==> config.mk <==
export PLATFORM = sky130hd
export DESIGN_NAME = line_stepper
export DESIGN_NICKNAME = d
export VERILOG_FILES = /design/src/rtl/line_pkg.sv /design/src/rtl/line_err_step.sv /design/src/rtl/line_stepper.sv
export SDC_FILE = /design/constraint.sdc
export NUM_CORES = 1
export LEC_CHECK = 0
export ABC_AREA = 1
export CORE_UTILIZATION = 39
export CTS_BUF_LIST = sky130_fd_sc_hd__clkbuf_16
export CTS_CLUSTER_SIZE = 25
export DETAILED_ROUTE_END_ITERATION = 12
export GPL_ROUTABILITY_DRIVEN = 0
export SETUP_SLACK_MARGIN = 0.02
export SYNTH_ARGS = -nofsm -noshare
export SYNTH_HDL_FRONTEND = slang
export SYNTH_HIERARCHICAL = 1
export SYNTH_SLANG_ARGS = --single-unit
export TNS_END_PERCENT = 20
==> constraint.sdc <==
create_clock -name clk -period 5.9 [get_ports clk]
set_input_delay 1.18 -clock clk [delete_from_list [all_inputs] [get_ports clk]]
set_output_delay 1.18 -clock clk [all_outputs]
set_load 0.01 [all_outputs]
==> src/rtl/line_pkg.sv <==
// Shared definitions for the Bresenham line stepper: FSM encoding,
// default coordinate width and small signed helpers used during setup.
package line_pkg;

  localparam int COORD_W_DEF = 12;

  typedef enum logic [1:0] {
    IDLE  = 2'd0,
    SETUP = 2'd1,
    RUN   = 2'd2,
    DONE  = 2'd3
  } state_e;

  // Magnitude of a signed value; callers keep inputs well inside 32 bits.
  function automatic logic signed [31:0] abs_s32(input logic signed [31:0] v);
    return (v < 0) ? -v : v;
  endfunction

  // Step direction for one axis given (end - start): negative unless the
  // end lies strictly ahead. A zero delta never steps, so its sign is moot.
  function automatic logic step_neg(input logic signed [31:0] v);
    return (v <= 0);
  endfunction

endpackage

==> src/rtl/line_err_step.sv <==
// One Bresenham error update: decides which axes advance this pixel and
// produces the next error term. Purely combinational.
module line_err_step #(
  parameter int ERR_W = 14
) (
  input  logic signed [ERR_W-1:0] err_i,
  input  logic signed [ERR_W-1:0] dx_i,
  input  logic signed [ERR_W-1:0] dy_i,
  output logic                    step_x_o,
  output logic                    step_y_o,
  output logic signed [ERR_W-1:0] err_o
);

  // 2*err needs one extra bit so the doubling can never overflow.
  logic signed [ERR_W:0]   e2;
  logic signed [ERR_W:0]   dx_ext;
  logic signed [ERR_W:0]   dy_ext;
  logic signed [ERR_W-1:0] dlt_x;
  logic signed [ERR_W-1:0] dlt_y;

  assign e2     = {err_i, 1'b0};
  assign dx_ext = {dx_i[ERR_W-1], dx_i};
  assign dy_ext = {dy_i[ERR_W-1], dy_i};

  // Both axis decisions use the pre-update error; deltas are summed.
  always_comb begin
    step_x_o = (e2 >= dy_ext);
    step_y_o = (e2 <= dx_ext);
    dlt_x    = '0;
    dlt_y    = '0;
    if (step_x_o) dlt_x = dy_i;
    if (step_y_o) dlt_y = dx_i;
    err_o    = err_i + dlt_x + dlt_y;
  end

endmodule

==> src/rtl/line_stepper.sv <==
// All-octant Bresenham rasteriser. Latches an endpoint pair on start,
// spends one cycle deriving deltas, then streams one pixel per accepted
// valid/ready transfer and pulses done once the end point is taken.
module line_stepper
  import line_pkg::*;
#(
  parameter int COORD_W = COORD_W_DEF,
  parameter int ERR_W   = COORD_W + 2
) (
  input  logic               clk,
  input  logic               reset,
  input  logic               start,
  input  logic [COORD_W-1:0] x0,
  input  logic [COORD_W-1:0] y0,
  input  logic [COORD_W-1:0] x1,
  input  logic [COORD_W-1:0] y1,
  output logic               busy,
  output logic               pix_valid,
  input  logic               pix_ready,
  output logic [COORD_W-1:0] pix_x,
  output logic [COORD_W-1:0] pix_y,
  output logic               pix_last,
  output logic               done
);

  state_e state_q, state_d;

  logic [COORD_W-1:0]      cur_x_q, cur_y_q;
  logic [COORD_W-1:0]      end_x_q, end_y_q;
  logic signed [ERR_W-1:0] dx_q, dy_q, err_q;
  logic                    sx_neg_q, sy_neg_q;

  logic                    at_end;
  logic                    xfer;
  logic                    step_x, step_y;
  logic signed [ERR_W-1:0] err_nxt;
  logic signed [ERR_W-1:0] diff_x, diff_y;
  logic signed [ERR_W-1:0] abs_x, abs_y;

  assign at_end = (cur_x_q == end_x_q) && (cur_y_q == end_y_q);
  assign xfer   = (state_q == RUN) && pix_ready;

  // Setup arithmetic works on the latched endpoints (cur still holds the start).
  assign diff_x = ERR_W'(end_x_q) - ERR_W'(cur_x_q);
  assign diff_y = ERR_W'(end_y_q) - ERR_W'(cur_y_q);
  assign abs_x  = ERR_W'(abs_s32(32'(diff_x)));
  assign abs_y  = ERR_W'(abs_s32(32'(diff_y)));

  line_err_step #(
    .ERR_W(ERR_W)
  ) u_err_step (
    .err_i   (err_q),
    .dx_i    (dx_q),
    .dy_i    (dy_q),
    .step_x_o(step_x),
    .step_y_o(step_y),
    .err_o   (err_nxt)
  );

  // State register.
  always_ff @(posedge clk or negedge reset) begin
    if (!reset) state_q <= IDLE;
    else        state_q <= state_d;
  end

  // Next-state: SETUP and DONE last one cycle; RUN leaves once the end point is accepted.
  always_comb begin
    state_d = state_q;
    case (state_q)
      IDLE:    if (start) state_d = SETUP;
      SETUP:   state_d = RUN;
      RUN:     if (xfer && at_end) state_d = DONE;
      DONE:    state_d = IDLE;
      default: state_d = IDLE;
    endcase
  end

  // Output decode; everything except the coordinates comes straight from state.
  always_comb begin
    busy      = 1'b0;
    pix_valid = 1'b0;
    done      = 1'b0;
    case (state_q)
      SETUP:   busy = 1'b1;
      RUN: begin
        busy      = 1'b1;
        pix_valid = 1'b1;
      end
      DONE: begin
        busy = 1'b1;
        done = 1'b1;
      end
      default: ;
    endcase
    pix_last = (state_q == RUN) && at_end;
  end

  assign pix_x = cur_x_q;
  assign pix_y = cur_y_q;

  // Datapath: latch endpoints, derive deltas, then advance the cursor on each non-final transfer.
  always_ff @(posedge clk or negedge reset) begin
    if (!reset) begin
      cur_x_q  <= '0;
      cur_y_q  <= '0;
      end_x_q  <= '0;
      end_y_q  <= '0;
      dx_q     <= '0;
      dy_q     <= '0;
      err_q    <= '0;
      sx_neg_q <= 1'b0;
      sy_neg_q <= 1'b0;
    end else begin
      case (state_q)
        IDLE: begin
          if (start) begin
            cur_x_q <= x0;
            cur_y_q <= y0;
            end_x_q <= x1;
            end_y_q <= y1;
          end
        end
        SETUP: begin
          dx_q     <= abs_x;
          dy_q     <= -abs_y;
          err_q    <= abs_x - abs_y;
          sx_neg_q <= step_neg(32'(diff_x));
          sy_neg_q <= step_neg(32'(diff_y));
        end
        RUN: begin
          if (xfer && !at_end) begin
            if (step_x) cur_x_q <= sx_neg_q ? cur_x_q - COORD_W'(1) : cur_x_q + COORD_W'(1);
            if (step_y) cur_y_q <= sy_neg_q ? cur_y_q - COORD_W'(1) : cur_y_q + COORD_W'(1);
            err_q <= err_nxt;
          end
        end
        default: ;
      endcase
    end
  end

endmodule

Word-level counts from Yosys, hierarchy flattened
Cells that the tools add are included.
Storage, ports and cells
  flip-flop bits (word level): 94
  output and inout bits: 28
  input port bits: 52
  word-level logic and storage cells: 75
Cells by class
  $add $sub $neg: 12
  order comparisons: 6
  reduce and logical (&&, ||, !) cells: 15
  multiplexer cells: 22
  equality and inequality tests: 10
Operators by type and width (number)
  2-to-1 mux 12 bit: 8
  2-to-1 mux 14 bit: 5
  case mux 12 bit (2 select lines): 2
  adder 14 bit: 2
  negator 13 -> 14 bit: 2
  case mux 14 bit (2 select lines): 1
  less-or-equal comparator 13 x 1 -> 1 bit, second input constant: 2
  less-than comparator 13 x 1 -> 1 bit, second input constant: 2
  subtractor 12 x 12 -> 13 bit: 2
  adder 12 x 1 -> 12 bit, second input constant: 2
  equality test 12 bit: 2
  subtractor 12 x 1 -> 12 bit, second input constant: 2
  greater-or-equal comparator 15 x 14 -> 1 bit: 1
  less-or-equal comparator 15 x 14 -> 1 bit: 1
  negator 14 bit: 1
  subtractor 14 bit: 1
  != test 2 bit, second input constant: 4
  case mux 2 bit (4 select lines): 1
  AND reduction 4 bit: 2
  AND reduction 2 bit: 3
  logical AND 1 bit: 5
  equality test 2 bit, second input constant: 2
  2-to-1 mux 2 bit: 2
  nonzero test 2 bit: 2
  6 further kinds: 8

Logic depth before layout (Yosys ltp)
  depth in word-level cells: 6
  depth in mapped cells: 32
  mapped depth without buffers: 32

By module
Netlist, hierarchy kept.
Modules (own cells, without submodules)
  line_stepper: cells each 1069, sequential area each 2352.3 sq um, instances 1, area an instance 7722.4 sq um
  line_err_step: cells each 294, sequential area each 0.0 sq um, instances 1, area an instance 1856.8 sq um

Least setup slack after synthesis
No wires, ideal clock.
  path type: reg2reg
  start point: register dy_q[13]
  end point: register err_q[11]
  path buffers: 0
  arrival: 3.687 ns
  slack: 2.148 ns
  setup time: 0.065 ns
  cell stages (with the launch flop): 27
  cells stage by stage: dfrtp_1 inv_1 ha_1 nand2_2 inv_1 nand2_1 nand2_1 a21oi_1 nand3_1 nand2_4 inv_2 nor2_1 fa_1 ha_1 fa_1 nand3_1 nand3_1 nand2_1 nand2_1 a21oi_1 o21ai_1 a21oi_1 xnor2_1 nor2_1 nor2_1 nand2_1 nand2_1
On the way
  word-level cells in the longest chain between the ends: 6
RTL lines
  start: declaration: RTL line line_stepper.sv:30  | logic signed [ERR_W-1:0] dx_q, dy_q, err_q;
  start signal: assignment: RTL line line_stepper.sv:125  | dy_q <= -abs_y;
  greater-or-equal comparator 15 x 14 -> 1 bit: RTL line line_err_step.sv:27  | step_x_o = (e2 >= dy_ext);
  named net step_x: RTL line line_stepper.sv:35  | logic step_x, step_y;
  2-to-1 mux 14 bit: RTL line line_err_step.sv:31  | if (step_x_o) dlt_x = dy_i;
  adder 14 bit (2 in a row): RTL line line_err_step.sv:33  | err_o = err_i + dlt_x + dlt_y;
  named net err_nxt[11]: RTL line line_stepper.sv:36  | logic signed [ERR_W-1:0] err_nxt;
  2-to-1 mux 14 bit: RTL line line_stepper.sv:131  | if (xfer && !at_end) begin
  case mux 14 bit (2 select lines): RTL line line_stepper.sv:114  | case (state_q)
  end signal: assignment: RTL line line_stepper.sv:126  | err_q <= abs_x - abs_y;
  end signal: assignment: RTL line line_stepper.sv:134  | err_q <= err_nxt;
  end: declaration: RTL line line_stepper.sv:30
The timed path passes the listed nets, and every way through them passes these cells. The select of a mux whose other input is x is not followed.
A chain may end at the register's enable or synchronous reset.

Worst setup path in the final report
Same ends and word-level chain as after synthesis.

==> flow_summary.toml <==
[cells_and_area]
antenna-diode-count = 0
post-route-cell-area_mm2 = 0.0110
area_growth_syn_to_layout_pct = 14.9
fill_cells = 2433
design.final.nets = 1604
layout-drive-gt1-share = 0.0779
fin_cells = 1756

[timing]
worst_slew_margin_rel = 0.437
hold_viol_final = 0
final.setup.worst_slack_ns = 1.41
maxClockFrequency_mhz = 223
worst_slew_pin_slew_ns = 0.841
grt_setup_unrepaired = "false"
final_period_util = 0.761
setup_viol_count_final = 0
fin_worst_skew_ns = 0.00977
fin_tns_setup_ns = 0
fin_crit_ns = 4.49
final_max_slew_viol_count = 0

[clock_network]
cts.path.max_buffers = 2
clk_root_buffer_cell = "sky130_fd_sc_hd__clkbuf_16"
post_cts.resized_instances = 0
postCtsSetupBuffers = 0
cts_inserted_buffers = 9
tritoncts = "yes"
post_cts_hold_buffer_count = 0
worstSkewPairLatency_ns = 0.36
clk_pin_slew_ns = 0.07
htree_levels = 3
clock_sinks = 94

[synthesis]
synth-simple-area-share = 0.276
synth_compound_area_frac = 0.121
synth-seq-area-share = 0.246
yosysMostFrequentCell = "sky130_fd_sc_hd__nand2_1"
synth_edf_count = 0
yosys-top-cells-count = "353 x sky130_fd_sc_hd__nand2_1, 234 x sky130_fd_sc_hd__inv_1, 101 x sky130_fd_sc_hd__ha_1, 96 x sky130_fd_sc_hd__nor2_1, 94 x sky130_fd_sc_hd__dfrtp_1"
ys_types = 53
gate_count_after_technology_mapping = 1363
synth_top_family_by_area = "simple AND/OR/NAND/NOR gates"
netlist_area_mm2 = 0.00958
synth-seq-cells = 94
synthDominantCellAreaShare = 0.246
avgSynthCellArea_um2 = 7.03
synth_top_cells_by_area = "sky130_fd_sc_hd__dfrtp_1 25%, sky130_fd_sc_hd__nand2_1 14%, sky130_fd_sc_hd__ha_1 13%, sky130_fd_sc_hd__inv_1 9.2%, sky130_fd_sc_hd__o21ai_0 4.2%"
synth_xor_xnor_area_share = 0.0534
synth-adder-area-share = 0.172
synth.largest_area_cell = "sky130_fd_sc_hd__dfrtp_1"
ys_warn_count = 6
synth_async_reset_ratio = 1.00
synth.area.mux_share = 0.0247
synth_flop_cell = "sky130_fd_sc_hd__dfrtp_1"
mappedNetlistNets = 1535

[grt]
global_route.overflow_total = 0
pin_count_of_the_biggest_net_entering_global_routing = 52
vias_in_the_first_global_route = 8563
grt_pass1_wl_um = 42500
groute.usage.overall = 0.208
grt_antenna_before_repair = 0

[detailed_routing]
detail_route.first_pass.iterations = 5
detail-route-antenna-nets = 0
routed_wire_length_per_instance_um = 14.4
detail_route.wirelength_um = 25400
via_count = 8646
initialDrtViolationCount = 421
drc = 0
vias_per_cell = 4.92

[floorplan]
num_io_pins = 80
floorplan.die.width_um = 159
start_util = 0.403
placement_rows = 56
fp.dieH_um = 159
core_area_mm2 = 0.0238
die_area_mm2 = 0.0252

[worst_hold_path]
worstHoldPathType = "flip-flop to flip-flop"
cell_depth_of_the_worst_hold_path = 2
min_from = "dy_q[2]"
min_to = "dy_q[2]"

[worst_setup_path]
r2r_slack_ns = 1.41
timing.reg2reg.worst_path_depth = 26
critical_path.startpoint = "dy_q[13]"
worst_ep_arrival_time_ns = 4.78
critical_path_class = "flip-flop to flip-flop"
path_max_fanout = 12
worstSetupEndpointType = "flip-flop"
worst_setup_path_start_kind = "flip-flop"
regToRegStartpoint = "dy_q[13]"
critPathRequiredTime_ns = 6.19
worst_reg2reg_path_endpoint = "err_q[11]"

[placed_design]
placed_cells_incl_taps = 1740
pre_cts_ws_ns = 1.47
detailed_place_hpwl_um = 20300
dpl-instance-area_mm2 = 0.0107
io_buffers = 79

[run]
max_cap_violations = 0

[status]
status = "finished clean"
==> state kept, by name, indices dropped and copies added, names as in the netlist <==
register,cells
dx_q,14
err_q,14
dy_q,14
sy_neg_q,1
sx_neg_q,1
end_y_q,12
pix_y,12
state_q,2
pix_x,12
end_x_q,12
==> layout make-up <==
| class | count | area [um2] | share of cell area |
|---|---|---|---|
| multi-input cells | 1001 | 6200 | 0.563 |
| flip-flops and latches | 94 | 2350 | 0.214 |
| inverters | 241 | 905 | 0.0822 |
| repair buffers | 85 | 833 | 0.0757 |
| well taps | 319 | 399 | 0.0363 |
| clock buffers | 9 | 225 | 0.0205 |
| clock inverters | 7 | 96.3 | 0.00875 |
==> cells in the final DEF (no fill, tap or decap), drive strengths merged, types with 6 or more instances in the layout <==
cell type	count
nand2	377
inv	241
nor2	106
ha	101
dfrtp	94
o21ai	87
a21oi	81
clkdlybuf4s50	78
nand3	76
xor2	40
mux2	21
fa	19
nand4	14
o211ai	14
xnor2	12
clkbuf	9
nor3	8
buf	7
or2	7
o22ai	6
==> worst max path at each step <==
stage	endpoint
2_1_floorplan	err_q[11]
6_report	err_q[11]
3_5_place_dp	err_q[11]
4_1_cts	err_q[11]
3_3_place_gp	err_q[11]
5_1_grt	err_q[11]
==> logic make-up after synthesis <==
family                     count (synthesis)
and+or+nand+nor                          600
buffers and inverters                    268
AOI/OAI and AO/OA                        208
adders and majority gates                120
DFF                                       94
xor gates and xnor gates                  52
muxes                                     21
==> routing by layer <==
layer  routed length, um  track usage  part of all wire
met1               12300        0.284              0.49
met2               11900        0.347              0.47
met3                 843       0.0214             0.033
met4                 344       0.0547             0.014
met5                   0            0                 0
==> per-stage QoR <==
stage	utilization	hold slack [ns]
floorplan	-	0.442
global placement	0.450	0.460
detailed placement	0.450	0.474
CTS	0.463	0.492
global route	0.463	0.518
finish	0.463	0.489
==> critical path, stage by stage (launching register included) <==
cell	delay (ns)
sky130_fd_sc_hd__dfrtp_1	0.43
sky130_fd_sc_hd__inv_1	0.08
sky130_fd_sc_hd__ha_1	0.36
sky130_fd_sc_hd__nand2_2	0.08
sky130_fd_sc_hd__nor2_2	0.13
sky130_fd_sc_hd__inv_1	0.05
sky130_fd_sc_hd__nor2_1	0.10
sky130_fd_sc_hd__nand2_1	0.08
sky130_fd_sc_hd__nand3_1	0.13
sky130_fd_sc_hd__nand2_4	0.09
sky130_fd_sc_hd__inv_2	0.22
sky130_fd_sc_hd__nor2_1	0.10
sky130_fd_sc_hd__fa_1	0.46
sky130_fd_sc_hd__ha_1	0.24
sky130_fd_sc_hd__fa_1	0.42
sky130_fd_sc_hd__nand3_1	0.10
sky130_fd_sc_hd__nand3_1	0.14
sky130_fd_sc_hd__nand2_1	0.09
sky130_fd_sc_hd__nand2_1	0.05
sky130_fd_sc_hd__a21oi_1	0.21
sky130_fd_sc_hd__o21ai_1	0.14
sky130_fd_sc_hd__a21oi_1	0.18
sky130_fd_sc_hd__xnor2_1	0.15
sky130_fd_sc_hd__nor2_1	0.07
sky130_fd_sc_hd__nor2_1	0.19
sky130_fd_sc_hd__nand2_1	0.08
sky130_fd_sc_hd__nand2_1	0.05
Power is not shown: default switching activity piles up to over one toggle a cycle in this logic, so the estimate is an artifact.
